===== config.mk =====
export PLATFORM = sky130hd
export DESIGN_NAME = pipe_stage_reg
export DESIGN_NICKNAME = d
export VERILOG_FILES = /design/src/rtl/pipe_pkg.sv /design/src/rtl/pipe_slot.sv /design/src/rtl/pipe_stage_reg.sv
export SDC_FILE = /design/constraint.sdc
export NUM_CORES = 1
export LEC_CHECK = 0
export CAP_MARGIN = 5
export CORE_UTILIZATION = 40
export CTS_CLUSTER_DIAMETER = 120
export CTS_CLUSTER_SIZE = 8
export DETAILED_ROUTE_END_ITERATION = 6
export PLACE_DENSITY = 0.62
export SYNTH_ARGS = -nofsm -noshare
export SYNTH_HDL_FRONTEND = slang
export SYNTH_SLANG_ARGS = --single-unit
export TNS_END_PERCENT = 30

===== constraint.sdc =====
create_clock -name clk -period 5.66 [get_ports clk]
set_input_delay 1.132 -clock clk [delete_from_list [all_inputs] [get_ports clk]]
set_output_delay 1.132 -clock clk [all_outputs]
set_load 0.01 [all_outputs]

===== src/rtl/pipe_pkg.sv =====
// pipe_pkg: shared definitions for the elastic pipeline stage register.
//   state_t  - occupancy of the two-slot stage (EMPTY / ONE / TWO)
//   PC_W     - program counter width
//   PC_RST   - program counter value after reset
//   data_w() - total lane-bus width for a given lane count and lane width
package pipe_pkg;

    typedef enum logic [1:0] {
        EMPTY = 2'd0,
        ONE   = 2'd1,
        TWO   = 2'd2
    } state_t;

    localparam int PC_W = 32;
    localparam logic [PC_W-1:0] PC_RST = 32'h0;

    function automatic int data_w(input int lanes, input int lane_w);
        return lanes * lane_w;
    endfunction

endpackage


===== src/rtl/pipe_slot.sv =====
// pipe_slot: one entry register of the pipeline stage (pc, wa, data, valid).
// Ports:
//   clk, rst        clock (rising edge), synchronous active-low reset
//   clear           empty the slot and zero its contents (wins over load)
//   load            capture in_pc/in_wa/in_data and mark the slot valid
//   in_pc/wa/data   entry to capture
//   pc/wa/data      stored entry
//   valid           slot holds an entry
module pipe_slot
    import pipe_pkg::*;
#(
    parameter int WA_W   = 5,
    parameter int DATA_W = 128
) (
    input  logic              clk,
    input  logic              rst,
    input  logic              clear,
    input  logic              load,
    input  logic [PC_W-1:0]   in_pc,
    input  logic [WA_W-1:0]   in_wa,
    input  logic [DATA_W-1:0] in_data,
    output logic [PC_W-1:0]   pc,
    output logic [WA_W-1:0]   wa,
    output logic [DATA_W-1:0] data,
    output logic              valid
);

    always_ff @(posedge clk) begin
        if (!rst || clear) begin
            pc    <= PC_RST;
            wa    <= '0;
            data  <= '0;
            valid <= 1'b0;
        end else if (load) begin
            pc    <= in_pc;
            wa    <= in_wa;
            data  <= in_data;
            valid <= 1'b1;
        end
    end

endmodule


===== src/rtl/pipe_stage_reg.sv =====
// pipe_stage_reg: elastic pipeline stage register with a two-entry skid
// buffer, flush with optional PC preservation and a bubble counter.
// Handshake: a beat moves when valid and ready are both high at a rising
// edge; a producer keeps its beat stable until it moves; ready never
// depends combinationally on valid, and in_ready is a register.
// Ports:
//   clk, rst            clock (rising edge), synchronous active-low reset
//   flush               drop held entries and the incoming beat
//   in_valid/in_ready   upstream handshake
//   in_pc/in_wa/in_data incoming beat
//   out_valid/out_ready downstream handshake
//   out_pc/out_wa/out_data head entry (wa/data zeroed while empty)
//   bubble_cnt          saturating count of cycles with out_valid=0
// The FSM state is the signal 'state'.
module pipe_stage_reg
    import pipe_pkg::*;
#(
    parameter int LANES   = 4,
    parameter int LANE_W  = 32,
    parameter int WA_W    = 5,
    parameter int KEEP_PC = 1,
    parameter int CNT_W   = 16
) (
    input  logic                    clk,
    input  logic                    rst,
    input  logic                    flush,
    input  logic                    in_valid,
    output logic                    in_ready,
    input  logic [31:0]             in_pc,
    input  logic [WA_W-1:0]         in_wa,
    input  logic [LANES*LANE_W-1:0] in_data,
    output logic                    out_valid,
    input  logic                    out_ready,
    output logic [31:0]             out_pc,
    output logic [WA_W-1:0]         out_wa,
    output logic [LANES*LANE_W-1:0] out_data,
    output logic [CNT_W-1:0]        bubble_cnt
);

    localparam int DATA_W = data_w(LANES, LANE_W);

    state_t state, state_nxt;

    logic acc, deq;
    logic head_load, head_clear, head_from_skid;
    logic skid_load, skid_clear;

    logic [PC_W-1:0]   head_pc, skid_pc, head_in_pc, last_pc;
    logic [WA_W-1:0]   head_wa, skid_wa, head_in_wa;
    logic [DATA_W-1:0] head_data, skid_data, head_in_data;
    logic              head_valid, skid_valid;

    assign acc = in_valid & in_ready;
    assign deq = out_valid & out_ready;

    always_comb begin
        state_nxt      = state;
        head_load      = 1'b0;
        head_clear     = 1'b0;
        head_from_skid = 1'b0;
        skid_load      = 1'b0;
        skid_clear     = 1'b0;
        if (flush) begin
            state_nxt  = EMPTY;
            head_clear = 1'b1;
            skid_clear = 1'b1;
        end else begin
            case (state)
                EMPTY: begin
                    if (acc) begin
                        state_nxt = ONE;
                        head_load = 1'b1;
                    end
                end
                ONE: begin
                    if (acc && !deq) begin
                        state_nxt = TWO;
                        skid_load = 1'b1;
                    end else if (acc && deq) begin
                        head_load = 1'b1;
                    end else if (deq) begin
                        state_nxt  = EMPTY;
                        head_clear = 1'b1;
                    end
                end
                TWO: begin
                    // in_ready is low here, so only a dequeue can happen.
                    if (deq) begin
                        state_nxt      = ONE;
                        head_load      = 1'b1;
                        head_from_skid = 1'b1;
                        skid_clear     = 1'b1;
                    end
                end
                default: begin
                    state_nxt  = EMPTY;
                    head_clear = 1'b1;
                    skid_clear = 1'b1;
                end
            endcase
        end
    end

    assign head_in_pc   = head_from_skid ? skid_pc   : in_pc;
    assign head_in_wa   = head_from_skid ? skid_wa   : in_wa;
    assign head_in_data = head_from_skid ? skid_data : in_data;

    pipe_slot #(.WA_W(WA_W), .DATA_W(DATA_W)) u_head (
        .clk     (clk),
        .rst     (rst),
        .clear   (head_clear),
        .load    (head_load),
        .in_pc   (head_in_pc),
        .in_wa   (head_in_wa),
        .in_data (head_in_data),
        .pc      (head_pc),
        .wa      (head_wa),
        .data    (head_data),
        .valid   (head_valid)
    );

    pipe_slot #(.WA_W(WA_W), .DATA_W(DATA_W)) u_skid (
        .clk     (clk),
        .rst     (rst),
        .clear   (skid_clear),
        .load    (skid_load),
        .in_pc   (in_pc),
        .in_wa   (in_wa),
        .in_data (in_data),
        .pc      (skid_pc),
        .wa      (skid_wa),
        .data    (skid_data),
        .valid   (skid_valid)
    );

    // last_pc follows every accepted beat, including one accepted in a
    // flush cycle, so the EPC logic can still see the faulting PC.
    always_ff @(posedge clk) begin
        if (!rst) begin
            state      <= EMPTY;
            in_ready   <= 1'b1;
            last_pc    <= PC_RST;
            bubble_cnt <= '0;
        end else begin
            state    <= state_nxt;
            in_ready <= (state_nxt != TWO);
            if (acc) begin
                last_pc <= in_pc;
            end
            if (!out_valid && (bubble_cnt != {CNT_W{1'b1}})) begin
                bubble_cnt <= bubble_cnt + CNT_W'(1);
            end
        end
    end

    assign out_valid = (state != EMPTY);

    // While empty, wa/data are zero so a bubble never writes the register
    // file; out_pc shows the preserved PC (or zero when not preserving).
    assign out_pc   = out_valid ? head_pc : ((KEEP_PC != 0) ? last_pc : PC_RST);
    assign out_wa   = out_valid ? head_wa : '0;
    assign out_data = out_valid ? head_data : '0;

    // Slot occupancy flags must agree with the FSM state.
    a_head_valid: assert property (@(posedge clk) disable iff (!rst)
        head_valid == (state != EMPTY));
    a_skid_valid: assert property (@(posedge clk) disable iff (!rst)
        skid_valid == (state == TWO));

endmodule


==> results of run 1 <==
==> report_power, final <==
group	total, mW	internal [mW]	switching, mW
combinational	0.503	0.227	0.276
clock	2.78	1.68	1.10
sequential	2.78	2.75	0.0330
total	6.06	4.66	1.40
==> cells by family after synthesis <==
kind of cell | Yosys count | share of synthesized area (%)
multiplexers | 5 | 0.3134
AND/OR/NAND/NOR | 1181 | 30.67
adder cells (fa/ha/maj) | 1 | 0.07835
AO/OA/AOI/OAI | 392 | 16.44
flip-flops | 381 | 47.77
XOR/XNOR | 1 | 0.05486
buffers and inverters | 185 | 4.678
==> cell usage in the layout (no fill, tap or decap), drive strengths merged <==
cell             n
nor2           172
o21ai           10
or3              3
buf             20
nand2          831
ha               1
and3             1
nand4bb          2
clkdlybuf4s50  352
a21oi          206
diode            7
clkbuf          55
dfxtp          381
o41ai            2
nand4            5
or4b             1
nand2b           6
and3b            1
a31oi            5
nand3            3
mux2i            5
or4              1
a211oi           1
o21a             2
nor3b            1
nor2b            2
nor3             7
inv              5
xnor2            1
nor4             6
nand3b           3
a311oi         166
clkinv           1
or2              1
and2           135
==> routing by layer <==
metal  share of wire [%]  routed length (µm)  global-route usage, %
met1                  43               21160                  30.22
met2                  47               23190                  38.60
met3                 6.4                3154                  4.692
met4                 3.7                1847                  11.07
met5               0.055                  27                      0
==> flip-flops by register name, indices dropped and copies added, names as in the netlist <==
| signal | count |
|---|---|
| bubble_cnt | 16 |
| in_ready | 1 |
| last_pc | 32 |
| state | 2 |
| u_head.data | 128 |
| u_head.pc | 32 |
| u_head.wa | 5 |
| u_skid.data | 128 |
| u_skid.pc | 32 |
| u_skid.wa | 5 |
==> area by class of cell <==
class | instances | area [µm²] | area share [%]
diodes | 7 | 17.52 | 0.08312
clock buffers | 55 | 1376 | 6.531
clock inverters | 2 | 13.76 | 0.06531
inverters | 4 | 17.52 | 0.08312
multi-input cells | 1580 | 7651 | 36.30
flip-flops and latches | 381 | 7627 | 36.19
well taps | 518 | 648.1 | 3.075
repair buffers | 372 | 3724 | 17.67
==> final timing paths <==
check,slack [ns],start,end
worst max register to register,2.92,state[1],u_skid.data[42]
worst max-delay path,1.10,state[1],out_pc[27]
worst min register to register,0.45,u_skid.data[92],u_skid.data[92]
worst min-delay path,0.45,u_skid.data[92],u_skid.data[92]
==> stage by stage <==
step	cells	area (µm²)	setup WS, ns	hold WS [ns]
2_1_floorplan	2146	15970	2.897	0.4366
3_5_place_dp	2855	19670	1.668	0.4465
6_report	2919	21080	1.096	0.4512
3_3_place_gp	2855	19670	1.707	0.4410
4_1_cts	2912	21060	1.039	0.4532
5_1_grt	2919	21080	0.9030	0.4676
==> worst reg2reg max path, delay by kind of cell, from the launching register on <==
family | cells | cell delay, ns
buffers and inverters | 1 | 0.72
flip-flops | 1 | 0.69
AND/OR/NAND/NOR | 1 | 0.81
AO/OA/AOI/OAI | 2 | 0.38
==> flow_summary.toml, run 1 <==
[setup_path]
max_stage_delay_ns = 0.71
path_cells = "nor2_4 > inv_4 > buf_4 > nand2_1 > nand2_1 > clkdlybuf4s50_1"
cp_num_cells = 6
path_max_fanout = 90
worst_path_most_repeated_cell = "nand2_1"
required_ns = 4.53
critPathKind = "reg2out"
endpoint_kind = "primary output"
worstPathArrival_ns = 3.43
slowest_stage = "inv_4"
cp.buffers_inverters = 3
r2r_cells = 4
crit_family = "buffers and inverters"
critical_path.startpoint_type = "register"

[synthesis]
yosysMostFrequentCell = "nand2_1"
synth_common_cells = "nand2_1, dfxtp_1, a21oi_1"
syn_nets = 2317
synthFlopType = "dfxtp_1"
syn_inst = 2146
syn_area_um2 = 15970
synth-edff-count = 0
yosysUniqueCellTypes = 37
synth.area.top_cells = "dfxtp_1, nand2_1, a311oi_1"
yosysWarnings = 0
yosys.area.top_type = "dfxtp_1"
ys_ff_latch = 381
async_flop_share_pct = 0
synth_top_area_share_pct = 47.77
yosysSeqAreaShare_pct = 47.77
syn_avg_cell_area_um2 = 7.441

[cts]
insertion_delay_ns = 0.58
post-cts-setup-buffers = 0
cts.htree.levels = 2
clk_pin_slew_ns = 0.05
numClockSinks = 381
ctsResizeCount = 0
cts_max_path_buffers = 3
root_buffer = "clkbuf_16"
cts_made_buffers = 53
cts_tree = "yes"
hold_buffers = 0

[min_path]
hold_path.class = "reg2reg"
hold_depth = 2

[placed_design]
io_buffer_count = 352
gp_congestion = 0.8065
place_hpwl_mm = 29.61

[route]
dr_total_vias = 15191
first_iter_violations = 1039
wl_per_cell_um = 16.92
dr.pass1.iters = 6
drc_errors = 0
wl_mm = 49.38
ant_nets = 0
viasPerCell = 5.204

[global_routing]
overflow = 0
antenna_found_initial = 9
grt_max_degree = 187
grt_pass1_vias = 14358
grtUsageTotal_pct = 23.74
grt_pass1_wl_mm = 78.35

[timing]
fin_crit_ns = 4.564
final_max_slew_viol_count = 0
worst_pin_slew_ns = 1.173
max-slew-margin-rel_pct = 21.78
setup_viol = 0
hold_viol_final = 0
rsz0062_at_grt = "false"
max_freq_ghz = 0.2191
fin_crit_sh_pct = 80.64
clock_skew_ns = 0.01856
finalSetupTns_ns = 0

[finish]
n_fill_cell = 3700
syn_to_final_growth_pct = 31.99
final_util_pct = 54.03
nets = 2563
drive_gt1_share_pct = 3.676

[floorplan]
rows = 72
pin_count = 353
die_height_um = 201.8
floorplan.initialDensity_pct = 40.94
die_w_um = 201.8
core_area_um2 = 39010
die-area_um2 = 40720

[power]
total_leakage_power_nw = 7.419
peakVddDrop_mv = 0.2155
p_per_area_nw_per_um2 = 287.7
finalPower_mw = 6.063

[status]
status = "finished clean"

[flow_run]
cap_violations = 0
Note: power is estimated with default switching activity, not from simulation.
==> run 2: changes to the inputs <==
- clock period: 5.66 -> 4.2 ns (I/O delays scaled with it)
==> run 2 against run 1 <==
Hold slack lost 0.00052 ns. Non-clock buffer count is 7 higher. Utilization grew 0.33 points. Sequential share of layout area down 0.22 points. First-iteration DRC count is 17% lower. Sequential power increased by 35%. Clock skew decreased by 0.0025 ns. Register-to-register slack lost 1.1 ns. Largest cell class unchanged. Worst setup slack got worse by 0.54 ns.
==> flow_summary.toml, run 2 (synthesis results as in run 1) <==
[min_path]
min_from = "u_skid.pc[9]"
hold_depth = 2
hold_path.class = "reg2reg"
min_to = "u_skid.pc[9]"

[placed_design]
io_buffer_count = 352
post-place-ws_ns = 0.9456
gp_congestion = 0.7943
place_hpwl_mm = 29.94

[timing]
max_freq_ghz = 0.2742
final_max_slew_viol_count = 0
rsz0062_at_grt = "false"
hold_viol_final = 0
setup_viol = 0
fin_crit_sh_pct = 86.82
max-slew-margin-rel_pct = 40.73
clock_skew_ns = 0.01609
worst_pin_slew_ns = 0.8891
finalSetupTns_ns = 0
fin_crit_ns = 3.646
worst_slack_ns = 0.5536

[finish]
drive_gt1_share_pct = 3.957
layout.cells.most_common = "nand2_1"
nets = 2570
n_fill_cell = 3698
layout_common_cells = "nand2_1, dfxtp_1, clkdlybuf4s50_1"
syn_to_final_growth_pct = 32.80
reg_top3 = "u_head.data: 128 flops, u_skid.data: 128 flops"

[setup_path]
reg2reg_from = "in_ready"
required_ns = 3.36
worstReg2RegEnd = "u_skid.data[10]"
crit_family = "buffers and inverters"
critical_path.startpoint_type = "register"
rrSetupSlack_ns = 1.81
path_max_fanout = 54
max_stage_delay_ns = 0.55
worstPathArrival_ns = 2.81
cp.buffers_inverters = 3
cp_num_cells = 5
slowest_stage = "clkdlybuf4s50_1"
r2r_cells = 6
path_cells = "nor2_4 > inv_4 > buf_4 > and2_1 > clkdlybuf4s50_1"
critPathKind = "reg2out"
endpoint_kind = "primary output"

[flow_run]
cap_violations = 0

[power]
peakVddDrop_mv = 0.2844
total_leakage_power_nw = 7.478
p_per_area_nw_per_um2 = 386.6

[cts]
clk_pin_slew_ns = 0.05
cts_max_path_buffers = 3
hold_buffers = 0
numClockSinks = 381
cts_tree = "yes"
root_buffer = "clkbuf_16"
cts.htree.levels = 2
cts_made_buffers = 53
post-cts-setup-buffers = 0
insertion_delay_ns = 0.58
ctsResizeCount = 0

[floorplan]
rows = 72
pin_count = 353
die-area_um2 = 40720
die_w_um = 201.8
die_height_um = 201.8
floorplan.initialDensity_pct = 40.94
core_area_um2 = 39010

[global_routing]
grt_max_degree = 166
grt_pass1_vias = 14184
grt_pass1_wl_mm = 78.68
grtUsageTotal_pct = 23.84
antenna_found_initial = 5
overflow = 0

[route]
ant_nets = 0
first_iter_violations = 858
viasPerCell = 5.237
wl_mm = 50.11
wl_per_cell_um = 17.15
drc_errors = 0
dr.pass1.iters = 5
dr_total_vias = 15303

[status]
status = "finished clean"
==> run 2: layout make-up <==
class                   instances  area (µm²)  area share, %
repair buffers                379        3864          18.22
flip-flops and latches        381        7627          35.97
inverters                       4       17.52        0.08261
diodes                          3       7.507        0.03540
well taps                     518       648.1          3.056
clock buffers                  55        1376          6.490
clock inverters                 2       13.76        0.06490
multi-input cells            1580        7651          36.08
==> run 2: per-layer routing <==
metal	wire length (µm)	vias to the layer above	GRT usage, %
li1	-	7603	-
met1	21490	7187	31.16
met2	23870	426	38.12
met3	3209	83	4.998
met4	1508	4	9.876
met5	30	-	0
==> run 2: tightest hold or removal path: cells and delay by family, from the launching register on <==
family / cells / cell delay [ns]
simple gates: 1 / 0.05
flops: 1 / 0.30
compound gates: 1 / 0.05
==> run 2: worst max path at each step <==
stage / start / to / slack (ns)
finish: state[0] / out_data[98] / 0.55
detailed placement: in_valid / u_skid.data[43] / 0.95
floorplan: state[1] / out_pc[22] / 1.73
CTS: state[0] / out_data[98] / 0.51
global route: state[0] / out_data[98] / 0.46
global placement: out_ready / u_head.data[85] / 0.96
==> run 2: power breakdown <==
part           leakage [nW]  internal (mW)  switching [mW]
logic                  3.70          0.314           0.383
clock network         0.686           2.27            1.49
registers              3.09           3.70          0.0407
==> run 2: stage by stage <==
stage	power [mW]	instance area (µm²)	instances	utilization, %	hold slack [ns]
6_report	8.198	21210	2922	54.36	0.4507
5_1_grt	8.522	21210	2922	54.36	0.4679
4_1_cts	8.295	21200	2919	54.34	0.4525
3_5_place_dp	4.515	19810	2862	50.78	0.4447
3_3_place_gp	4.508	19810	2862	50.78	0.4409
2_1_floorplan	4.138	15970	2146	-	0.4366
